[config.mk]
export PLATFORM = sky130hd
export DESIGN_NAME = seq_multiplier
export DESIGN_NICKNAME = d
export VERILOG_FILES = /design/src/rtl/seq_multiplier.sv
export SDC_FILE = /design/constraint.sdc
export NUM_CORES = 1
export LEC_CHECK = 0
export ABC_AREA = 1
export BUFFER_PORTS_ARGS = -buffer_cell sky130_fd_sc_hd__clkbuf_2
export CORE_MARGIN = 5
export CORE_UTILIZATION = 34
export DETAILED_ROUTE_END_ITERATION = 8
export PLACE_DENSITY = 0.59
export SETUP_SLACK_MARGIN = 0.3
export SYNTH_ARGS = -nofsm -noshare
export SYNTH_HDL_FRONTEND = slang
export SYNTH_SLANG_ARGS = --single-unit
[constraint.sdc]
create_clock -name clk -period 3 [get_ports clk]
set_clock_uncertainty 0.15 [all_clocks]
set_input_delay 0.3 -clock clk [delete_from_list [all_inputs] [get_ports clk]]
set_output_delay 0.3 -clock clk [all_outputs]
set_load 0.02 [all_outputs]
[src/rtl/seq_multiplier.sv]
// -----------------------------------------------------------------------------
// seq_multiplier
//   Sequential shift-add multiplier. A WIDTH x WIDTH operation produces a
//   2*WIDTH-bit product. Signed operands are handled by multiplying their
//   magnitudes and negating the result when the operand signs differ. The
//   loop stops early once no set multiplier bits remain, so a small |b|
//   finishes in fewer cycles.
//
// Parameters
//   WIDTH      operand width in bits (>= 2)
//   SIGNED_EN  1: honour signed_mode; 0: always unsigned
//
// Ports
//   clk          in   rising-edge clock
//   resetN       in   asynchronous active-low reset
//   start        in   request; accepted when start && ready at a rising edge
//   signed_mode  in   1 = two's-complement operands (sampled at accept)
//   a            in   multiplicand (sampled at accept)
//   b            in   multiplier (sampled at accept)
//   ready        out  high in IDLE and DONE
//   busy         out  high in RUN
//   done         out  one-cycle pulse; product is valid
//   product      out  result, held until the next result is written
// -----------------------------------------------------------------------------
module seq_multiplier #(
    parameter int WIDTH     = 8,
    parameter bit SIGNED_EN = 1'b1
) (
    input  logic                 clk,
    input  logic                 resetN,
    input  logic                 start,
    input  logic                 signed_mode,
    input  logic [WIDTH-1:0]     a,
    input  logic [WIDTH-1:0]     b,
    output logic                 ready,
    output logic                 busy,
    output logic                 done,
    output logic [2*WIDTH-1:0]   product
);

    typedef enum logic [1:0] {
        S_IDLE = 2'd0,
        S_RUN  = 2'd1,
        S_DONE = 2'd2
    } state_t;

    state_t               r_state;
    state_t               w_state_next;

    logic [2*WIDTH-1:0]   r_m;          // shifted multiplicand magnitude
    logic [2*WIDTH-1:0]   r_acc;        // partial-product accumulator
    logic [2*WIDTH-1:0]   r_product;
    logic [WIDTH-1:0]     r_q;          // remaining multiplier bits
    logic                 r_neg;        // result must be negated

    logic                 w_sign;
    logic                 w_accept;
    logic                 w_last;
    logic [WIDTH-1:0]     w_a_mag;
    logic [WIDTH-1:0]     w_b_mag;
    logic [2*WIDTH-1:0]   w_acc_next;

    assign w_sign   = SIGNED_EN && signed_mode;
    assign w_accept = start && (r_state != S_RUN);

    // The magnitude of the most negative value, 2^(WIDTH-1), still fits in
    // WIDTH unsigned bits, so a plain negate is exact here.
    assign w_a_mag  = (w_sign && a[WIDTH-1]) ? -a : a;
    assign w_b_mag  = (w_sign && b[WIDTH-1]) ? -b : b;

    assign w_acc_next = r_acc + (r_q[0] ? r_m : '0);

    // Early exit: this is the last step once no set bits remain above q[0].
    assign w_last = (r_q[WIDTH-1:1] == '0);

    // NOTE: sequential state uses non-blocking assignments so every register
    // samples the pre-edge values of the others, regardless of statement order.
    always_ff @(posedge clk or negedge resetN) begin
        if (!resetN) begin
            r_state <= S_IDLE;
        end else begin
            r_state <= w_state_next;
        end
    end

    // NOTE: the next-state default is assigned first so that no path through
    // the case leaves it unassigned, which would infer a latch.
    always_comb begin
        w_state_next = r_state;
        case (r_state)
            S_IDLE:  if (start)  w_state_next = S_RUN;
            S_RUN:   if (w_last) w_state_next = S_DONE;
            S_DONE:  w_state_next = start ? S_RUN : S_IDLE;
            default: w_state_next = S_IDLE;
        endcase
    end

    always_ff @(posedge clk or negedge resetN) begin
        if (!resetN) begin
            r_m       <= '0;
            r_acc     <= '0;
            r_q       <= '0;
            r_neg     <= 1'b0;
            r_product <= '0;
        end else if (w_accept) begin
            // product is deliberately left untouched: it holds the previous
            // result until this operation completes.
            r_m   <= {{WIDTH{1'b0}}, w_a_mag};
            r_q   <= w_b_mag;
            r_acc <= '0;
            r_neg <= w_sign && (a[WIDTH-1] ^ b[WIDTH-1]);
        end else if (r_state == S_RUN) begin
            r_acc <= w_acc_next;
            r_m   <= r_m << 1;
            r_q   <= r_q >> 1;
            if (w_last) begin
                // Negating zero yields zero, so a zero result is never signed.
                r_product <= r_neg ? -w_acc_next : w_acc_next;
            end
        end
    end

    assign ready   = (r_state != S_RUN);
    assign busy    = (r_state == S_RUN);
    assign done    = (r_state == S_DONE);
    assign product = r_product;

endmodule

==> metrics.txt, run 1 <==
Fin. Hold Viols=slightly below 60; die area=between 10000 and 15000 sq um; leading area contributor after synthesis=dfrtp_1; sequential area share after synthesis=36.6%; clock latency on the worst-skew pair=~0.33 ns; vias per cell=just under 5; Starting Density=a little over a third; RePlAce Congestion=0.902; highest cell delay on the worst timing path=about 0.46 ns; io pins=39; syn_nets=between 600 and 700; Synth area leaders=dfrtp_1 37%, nand2_1 17%, inv_1 8.9%; Slowest cell on crit path=fa_2; placed cell count=760; vias in the first global route=just under 4000; Pwr Density=between 1000 and 1500 nW/um^2; WHS=-0.0300 ns; Die Span Y=between 100 and 150 um; min Tclk post-route=between 2 and 3 ns; 1st-iter DRT viols=about 160; Reg clk slew, reported paths=0.05 ns; required time of the critical path=3.07 ns; failing checks=hold timing; Worst Path Arrival=~2.7 ns; total grt overflow=0; Worst Setup End Kind=flop; overall routing resource usage=~16%; # rows=39; Finished Layout Cells=779; Synth Cell Area=between 4000 and 5000 sq um; top_reg_cell synth=dfrtp_1; Inserted Clock Buffers=9; share of cells above drive strength 1=about a fifth; NumNets Final=670; Synth cell types=33; Slew headroom=between 50 and 60%; crit-path cells=nand2_2, inv_2, ha_4, fa_2, inv_2, ha_4, inv_2, a21oi_2, nand3_2, nor2_4, nand3_2, nor2_4, nand4_1, nand2_1, nand2_1, nand3_2, nand2_2; Max VDD drop=about 0.00036 V; Area Overhead vs Synth=21.2%; DR pass1 iterations=4; Layout fillers=around 1200; clk buf depth=2; Synth Register Bits=59; Setup Viol. Count Final=0; CTS HTree Levels=3; DR vias=about 3800; clk root buf=clkbuf_16; CP Launch Type=flop; max-slew violations=0; setup_tns=0 ns; Synth Instances=584; asr flop ratio synth=100%; Worst-Margin Slew=~0.74 ns; multi-input gate area in the final layout=approximately 2300 sq um; register area=between 1000 and 1500 sq um; worst hold path class=primary input to async pin; leakage power=between 2 and 3 nW; Synth top area share=around 37%; wire per inst=13.4 um; post-detailed-route count of antenna-violating nets=0; number of synthesized flops with an enable pin=0; DRC=0; FMAX=377 MHz; status=finished with violations; I/O Buffers=38; unrepaired setup endpoints after global routing=yes; WL final=10400 um; fin crit share=around nine tenths; HPWL Detailed=just under 8000 um; critical path fanouts, max=4; Die X=roughly 120 um; Synth Warn #=0; first-pass GRT wire length=18300 um; Antenna Cells=0; Sink Count=between 50 and 60; CTS tree=done; Avg Inst Size Synth=6.91 sq um; largest net degree at the start of global routing=60; core area=11500 sq um; initial antenna violation count=0; max_cap viols=0; Setup CP Type=flop to flop
## synth_stat cells, types with 2 or more instances
| library cell | n |
|---|---|
| a21oi_1 | 18 |
| a31oi_1 | 5 |
| a32o_1 | 2 |
| buf_2 | 2 |
| clkbuf_1 | 8 |
| dfrtp_1 | 59 |
| ha_1 | 18 |
| inv_1 | 96 |
| inv_2 | 8 |
| nand2_1 | 182 |
| nand2_2 | 12 |
| nand3_1 | 43 |
| nand3_2 | 4 |
| nand3b_1 | 3 |
| nand4_1 | 6 |
| nor2_1 | 29 |
| nor2_2 | 8 |
| nor2_4 | 2 |
| nor3_1 | 6 |
| o21ai_0 | 31 |
| o21ai_1 | 5 |
| o221ai_1 | 14 |
| o22ai_1 | 9 |
| xor2_1 | 5 |
## cell families (layout without fill, tap and decap cells)
group / Yosys count / count (layout) / synth area share, %
flops: 59 / 59 / 36.6
buf+inv: 117 / 169 / 11.0
xor+xnor: 6 / 6 / 1.30
fa+ha+maj: 19 / 19 / 6.07
compound gates: 84 / 84 / 12.4
simple gates: 299 / 299 / 32.6
## state kept, by name, summed over array words and instances (netlist names)
register and count:
r_neg 1, r_m 16, r_state 2, r_acc 16, r_q 8, product 16
## worst max-delay path: cells and delay by family, from the launching register on
| family | cells | cell delay (ns) |
|---|---|---|
| buf+inv | 3 | 0.17 |
| flops | 1 | 0.40 |
| fa+ha+maj | 3 | 0.75 |
| compound gates | 1 | 0.10 |
| simple gates | 10 | 0.96 |
## final timing paths
| kind | from | endpoint | slack, ns | cells past startpoint |
|---|---|---|---|---|
| max in group asynchronous | resetN | r_q[5]$_DFFE_PN0P_ | 2.25 | 2 |
| min | resetN | r_m[10]$_DFFE_PN0P_ | -0.03 | 2 |
| min in group clk | b[6] | r_q[6]$_DFFE_PN0P_ | 0.11 | 3 |
| min reg2reg | product[8]$_DFFE_PN0P_ | product[8]$_DFFE_PN0P_ | 0.33 | 2 |
| max reg2reg | r_q[0]$_DFFE_PN0P_ | product[14]$_DFFE_PN0P_ | 0.35 | 17 |
| max | r_q[0]$_DFFE_PN0P_ | product[14]$_DFFE_PN0P_ | 0.35 | 17 |
## layout by cell type, fill, tap and decap left out, types with 6 or more instances in the layout
cell         n
nand2_1    170
a21oi_1     15
o221ai_1    14
nand3_1     40
nor2_2       7
clkbuf_16    9
nor2_4       7
nand3_2      6
o22ai_1      9
dfrtp_1     59
nand4_1      6
inv_2       11
o21ai_0     31
nor3_1       6
clkbuf_2    38
buf_4       10
ha_1         9
nand2_2     22
nor2_1      25
inv_1       93
## through the flow
stage                     total power [mW]  instance area [sq um]  utilization, %  setup slack, ns
after global routing                  5.55                   4890            42.5            0.162
after global placement                3.83                   4420            38.4            0.360
after CTS                             4.85                   4700            40.8            0.304
after floorplan                       3.19                   4060               -            0.267
final                                 5.08                   4890            42.5            0.346
after detailed placement              3.88                   4420            38.4            0.261
## power breakdown
group	internal, mW	leakage [nW]	total, mW	switching (mW)
logic	0.978	1.63	2.77	1.79
registers	1.12	0.766	1.36	0.242
clock network	0.578	0.130	0.951	0.372
## per-layer routing
metal / GRT usage, % / part of all wire [%]
met5: 0 / 0
met4: 5.00 / 1.0
met3: 3.55 / 3.7
met2: 27.4 / 49
met1: 18.9 / 46
## cell type report
class | instances | area share [%]
tap | 143 | 3.66
multi-input combinational | 408 | 47.0
clock buffer | 10 | 4.88
timing repair buffer | 48 | 5.42
sequential | 59 | 30.2
clock inverter | 6 | 0.844
inverter | 105 | 8.05
## timing repair
| item | in CTS | in global routing |
|---|---|---|
| buffers inserted | 0 | 3 |
| hold buffers | 0 | 0 |
| gates resized for setup | 1 | 43 |
| endpoints found under the setup margin | 3 | 9 |
| pin swaps | 2 | 13 |
(Power assumes the default switching activity.)
==> run 2: changes to the inputs <==
ABC_AREA = not set   (was 1)
CTS_CLUSTER_SIZE = 25   (was not set)
SETUP_SLACK_MARGIN = not set   (was 0.3)
==> run 2 against run 1 <==
Synthesized area down 3.7%. Sequential power about the same. Global-route usage down 1.2 points. The flow finishes with violations (setup timing). Design area up 4.5%. Setup slack worse by 0.49 ns. Highest routed layer unchanged. Via count down 7.8%. Cell count down 10%. Sequential share of layout area down 1.3 points. Critical path depth down 6. Wire length down 9.3%. Non-clock buffer count up 49.
==> metrics.txt, run 2 <==
Finished Layout Cells=700; status=finished with violations; Avg Inst Size Synth=between 8 and 9 sq um; clock latency on the worst-skew pair=0.32 ns; WHS=approximately 0.14 ns; Die Span Y=~120 um; share of cells above drive strength 1=a little over a quarter; required time of the critical path=between 3 and 4 ns; crit-path cells=and2_4, ha_4, fa_2, a21o_1, a221oi_2, o221ai_2, a311o_1, o211ai_1, o21ai_1, or3_1, nand3_1; DRC=0; Worst Setup End Kind=flop; Synth Instances=466; clk root buf=clkbuf_16; terminus of the critical flop-to-flop path=product[12]$_DFFE_PN0P_; post-detailed-route count of antenna-violating nets=0; DR vias=3507; leakage power=2.36 nW; Synth Warn #=0; Slowest cell on crit path=dfrtp_1; Die X=roughly 120 um; Worst-Margin Slew=0.678 ns; asr flop ratio synth=between 90% and 100%; CP top delay family=compound AO/OA/AOI/OAI gates; sequential area share after synthesis=between 30% and 40%; Synth Cell Area=3890 sq um; Setup Viol. Count Final=7; CP Launch Point=r_q[0]$_DFFE_PN0P_; worst hold path class=primary input to flop; WL final=about 9400 um; r2r setup slk=-0.15 ns; number of synthesized flops with an enable pin=0; die area=around 14000 sq um; Post-synth top cells=81 x nand2_1, 59 x dfrtp_1, 56 x o21ai_0; Reg clk slew, reported paths=about 0.05 ns; Synth Register Bits=between 50 and 60; syn_nets=505; fin crit share=105%; failing checks=setup timing; critical path fanouts, max=4; I/O Buffers=38; initial antenna violation count=0; vias in the first global route=between 3000 and 4000; max_cap viols=0; Antenna Cells=0; Worst Path Arrival=3.26 ns; wire per inst=between 10 and 15 um; FF-to-FF Start=r_q[0]$_DFFE_PN0P_; FF-to-FF path depth=11; min Tclk post-route=roughly 3.1 ns; NumNets Final=591; critical path buffer and inverter count=0; most frequent cells in the layout=81 x nand2_1, 59 x dfrtp_1, 56 x buf_4; most common cell after layout, fill and taps aside=nand2_1; top-count cell post-synth=nand2_1; Sink Count=slightly below 60; top_reg_cell synth=dfrtp_1; FMAX=318 MHz; 1st-iter DRT viols=181; WP depth=11; largest net degree at the start of global routing=58; Slew headroom=between 50% and 60%; setup ws final=-0.148 ns; Area Overhead vs Synth=31.5%; leading area contributor after synthesis=dfrtp_1; DR pass1 iterations=5; total grt overflow=0; vias per cell=~5.0; Inserted Clock Buffers=9; unrepaired setup endpoints after global routing=yes; CP Launch Type=flop; Pwr Density=approximately 1000 nW/um^2; # rows=39; Setup crit end=product[12]$_DFFE_PN0P_; Starting Density=about a third; clk buf depth=2; HPWL Detailed=approximately 6900 um; overall routing resource usage=between 10% and 20%; Setup CP Type=flop to flop; Synth cell types=55; io pins=39; utilization after layout=around 45%; highest cell delay on the worst timing path=0.40 ns; Synth area leaders=dfrtp_1 38%, nand2_1 7.8%, o21ai_0 7.2%; CTS tree=done; placed cell count=roughly 680; RePlAce Congestion=approximately 0.88; CTS HTree Levels=3; Max VDD drop=0.000671 V; Synth top area share=38.0%; core area=about 11000 sq um; setup_tns=-0.748 ns; Fin. Hold Viols=0; max-slew violations=0; first-pass GRT wire length=15800 um
## run 2: cell type report
class / instances / area (sq um)
inverter: 15 / 56.3
timing repair buffer: 97 / 652
clock inverter: 7 / 100
fill: 1111 / 6210
sequential: 59 / 1480
tap: 143 / 179
multi-input combinational: 370 / 2430
clock buffer: 9 / 225
## run 2: where the power goes
group	internal, mW	leakage (nW)	switching (mW)
registers	1.12	0.770	0.246
logic	1.27	1.45	1.59
clock network	0.730	0.148	0.376
total	3.12	2.36	2.21
## run 2: how the worst min path moves through the flow
stage | start | end | slack (ns) | cells after the start
finish | a[0] | r_m[0]$_DFFE_PN0P_ | 0.14 | 3
global route | a[0] | r_m[0]$_DFFE_PN0P_ | 0.15 | 3
CTS | a[0] | r_m[0]$_DFFE_PN0P_ | 0.13 | 3
detailed placement | resetN | product[2]$_DFFE_PN0P_ | 0.22 | 1
global placement | resetN | product[2]$_DFFE_PN0P_ | 0.21 | 1
floorplan | resetN | product[0]$_DFFE_PN0P_ | -0.15 | 0
## run 2: logic make-up (layout without fill, tap and decap cells)
kind of cell             after synthesis  count (layout)  synth area share (%)
buffers and inverters                 37             128                  3.76
XOR/XNOR                              25              25                  5.63
adder cells (fa/ha/maj)               19              19                  6.31
AND/OR/NAND/NOR                      186             186                  22.8
AO/OA/AOI/OAI                        133             133                  21.7
flip-flops                            59              59                  38.0
multiplexers                           7               7                  1.83
## run 2: what timing repair did
| action | CTS | global route |
|---|---|---|
| endpoints found under the setup margin | 8 | 12 |
| resized for setup | 5 | 16 |
| pin swaps | 8 | 13 |
| endpoints found under the hold margin | 24 | 0 |
| buffers inserted | 3 | 4 |
| hold buffers | 1 | 0 |
## run 2: worst register-to-register path, cell delays in order, from the launching register on
cell	delay [ns]
dfrtp_1	0.40
and2_4	0.16
ha_4	0.16
fa_2	0.34
a21o_1	0.20
a221oi_2	0.36
o221ai_2	0.19
a311o_1	0.37
o211ai_1	0.23
o21ai_1	0.12
or3_1	0.33
nand3_1	0.08
## run 2: layer usage
metal	part of all wire [%]	GRT usage (%)	wire, um
met1	51	20.2	4850
met2	43	22.1	4070
met3	3.7	2.62	352
met4	1.8	5.35	171
met5	0	0	0
## run 2: per-stage QoR
step                total power [mW]  instance area, sq um  worst slack (ns)
floorplan                       3.09                  3910            -0.217
CTS                             5.26                  4990            -0.143
global placement                3.99                  4590            -0.116
finish                          5.33                  5110            -0.148
detailed placement              4.05                  4590            -0.153
global route                    5.78                  5110            -0.294
==> run 3: changes to the inputs <==
CTS_BUF_LIST = sky130_fd_sc_hd__clkbuf_8 sky130_fd_sc_hd__clkbuf_16   (was not set)
PLACE_DENSITY = 0.57   (was 0.59)
clock period = 3.3 ns   (was 3 ns; I/O delays follow)
==> run 3 against run 2 <==
The run still ends with setup timing left. Via count down 3.0%. Power down 17%. Wire length down 2.0%. Clock-buffer cell count up 1. Combinational power down 21%. Fmax down 4.8%. Critical path depth up 1. Design area down 8.1%.
==> metrics.txt, run 3 (synthesized netlist as in run 2, its figures left out) <==
status=finished with violations; failing checks=setup timing; crit-path cells=and2_4, ha_4, fa_2, a21o_1, a221o_1, a21o_1, a2111oi_4, o211ai_2, buf_4, o21ai_2, xor2_1, o21ai_1; clk buf depth=2; DR vias=3402; highest cell delay on the worst timing path=approximately 0.42 ns; Worst Path Arrival=3.35 ns; setup ws final=-0.00707 ns; Area after DPL=approximately 4300 sq um; Fin. Hold Viols=0; max_cap viols=0; Slew headroom=48.2%; DRC=0; RePlAce Congestion=0.864; io pins=39; Area Overhead vs Synth=20.9%; largest net degree at the start of global routing=58; wire per inst=around 14 um; HPWL Detailed=between 6000 and 7000 um; Die X=between 100 and 150 um; fin crit share=100%; clk root buf=clkbuf_16; Worst Setup End Kind=flop; die area=approximately 14000 sq um; register area=~1500 sq um; GRT met2 Usage=between 20% and 30%; I/O Buffers=38; FMAX=approximately 300 MHz; most frequent cells in the layout=80 x nand2_1, 59 x dfrtp_1, 56 x o21ai_0; GRT Max-Usage Layer=met2; # rows=39; met1 usage=20.3%; CP Launch Type=flop; WL final=around 9200 um; unrepaired setup endpoints after global routing=yes; setup_tns=-0.00707 ns; Place WS=-0.0799 ns; Finished Layout Cells=662; initial antenna violation count=0; Inserted Clock Buffers=9; clock latency on the worst-skew pair=~0.32 ns; Antenna Cells=0; first-pass GRT wire length=approximately 15000 um; Worst-Margin Slew=between 0.7 and 0.8 ns; Reg clk slew, reported paths=0.05 ns; Setup CP Type=flop to flop; multi-input gate area in the final layout=around 2300 sq um; vias per cell=just over 5; DR pass1 iterations=5; CP most frequent cell=a21o_1; CP top delay family=compound AO/OA/AOI/OAI gates; Slowest cell on crit path=a221o_1; Die Span Y=~120 um; Finished Cell Area=approximately 4700 sq um; placed cell count=639; CTS HTree Levels=3; critical path buffer and inverter count=1; CTS tree=done; min Tclk post-route=roughly 3.3 ns; max-slew violations=0; post-detailed-route count of antenna-violating nets=0; Pwr Density=938 nW/um^2; share of cells above drive strength 1=19.5%; overall routing resource usage=~14%; Setup Viol. Count Final=1; NumNets Final=roughly 550; critical path fanouts, max=3; Layout fillers=1162; routing usage on met3=2.31%; 1st-iter DRT viols=141; required time of the critical path=approximately 3.3 ns; worst hold path class=primary input to flop; Sink Count=59; vias in the first global route=~3200; total grt overflow=0; Starting Density=around a third; core area=11300 sq um; leakage power=around 2.1 nW; most common cell after layout, fill and taps aside=nand2_1; Max VDD drop=0.000480 V
run 3: cell count changes in the layout (fill, tap and decap cells not counted), sizes merged:
| cell | delta |
|---|---|
| clkinv | +2 |
| clkinvlp | -2 |
| clkbuf | +1 |
| bufinv | -1 |
| buf | -38 |
run 3: path summary, 6_finish.rpt:
| path | start | end | slack (ns) | cells after the start |
|---|---|---|---|---|
| worst max-delay path | r_m[0]$_DFFE_PN0P_ | product[11]$_DFFE_PN0P_ | -0.007 | 12 |
| worst min-delay path | a[0] | r_m[0]$_DFFE_PN0P_ | 0.16 | 3 |
| worst max register to register | r_m[0]$_DFFE_PN0P_ | product[11]$_DFFE_PN0P_ | -0.007 | 12 |
| worst min register to register | product[5]$_DFFE_PN0P_ | product[5]$_DFFE_PN0P_ | 0.33 | 2 |
| max in group asynchronous | resetN | r_acc[9]$_DFFE_PN0P_ | 1.68 | 3 |
| min in group asynchronous | resetN | product[4]$_DFFE_PN0P_ | 0.43 | 2 |
run 3: area by class of cell:
cell class / count / area share (%)
clock inverter: 6 / 1.20
timing repair buffer: 59 / 7.45
clock buffer: 10 / 5.08
tap: 143 / 3.81
inverter: 15 / 1.20
sequential: 59 / 31.4
multi-input combinational: 370 / 49.9
run 3: power by group:
| group | switching, mW | total, mW | internal, mW |
|---|---|---|---|
| Sequential | 0.224 | 1.24 | 1.02 |
| Clock | 0.320 | 0.917 | 0.597 |
| Combinational | 1.38 | 2.25 | 0.875 |
run 3: per-stage QoR:
stage	hold WS [ns]	power [mW]	utilization, %
floorplan	-0.116	2.79	-
global placement	0.253	3.34	37.7
detailed placement	0.256	3.40	37.7
CTS	0.163	4.37	40.6
global route	0.195	4.79	41.5
finish	0.161	4.41	41.5
run 3: layer usage:
layer / up-vias / routed length (um) / share of wire, %
met3: 11 / 485 / 5.2
met1: 1564 / 4630 / 50
met4: 0 / 125 / 1.4
li1: 1744 / - / -
met5: - / 0 / 0
met2: 83 / 4010 / 43
run 3: worst min-delay path, cell delays in order:
cell,delay [ns]
clkbuf_2,0.11
mux2i_1,0.07
nor2_1,0.08
run 3: what timing repair did:
action	in CTS	in global routing
endpoints found under the setup margin	3	7
buffers inserted	1	5
resized for setup	2	11
hold endpoints to repair	26	0
pin swaps	3	10
hold buffers	1	0
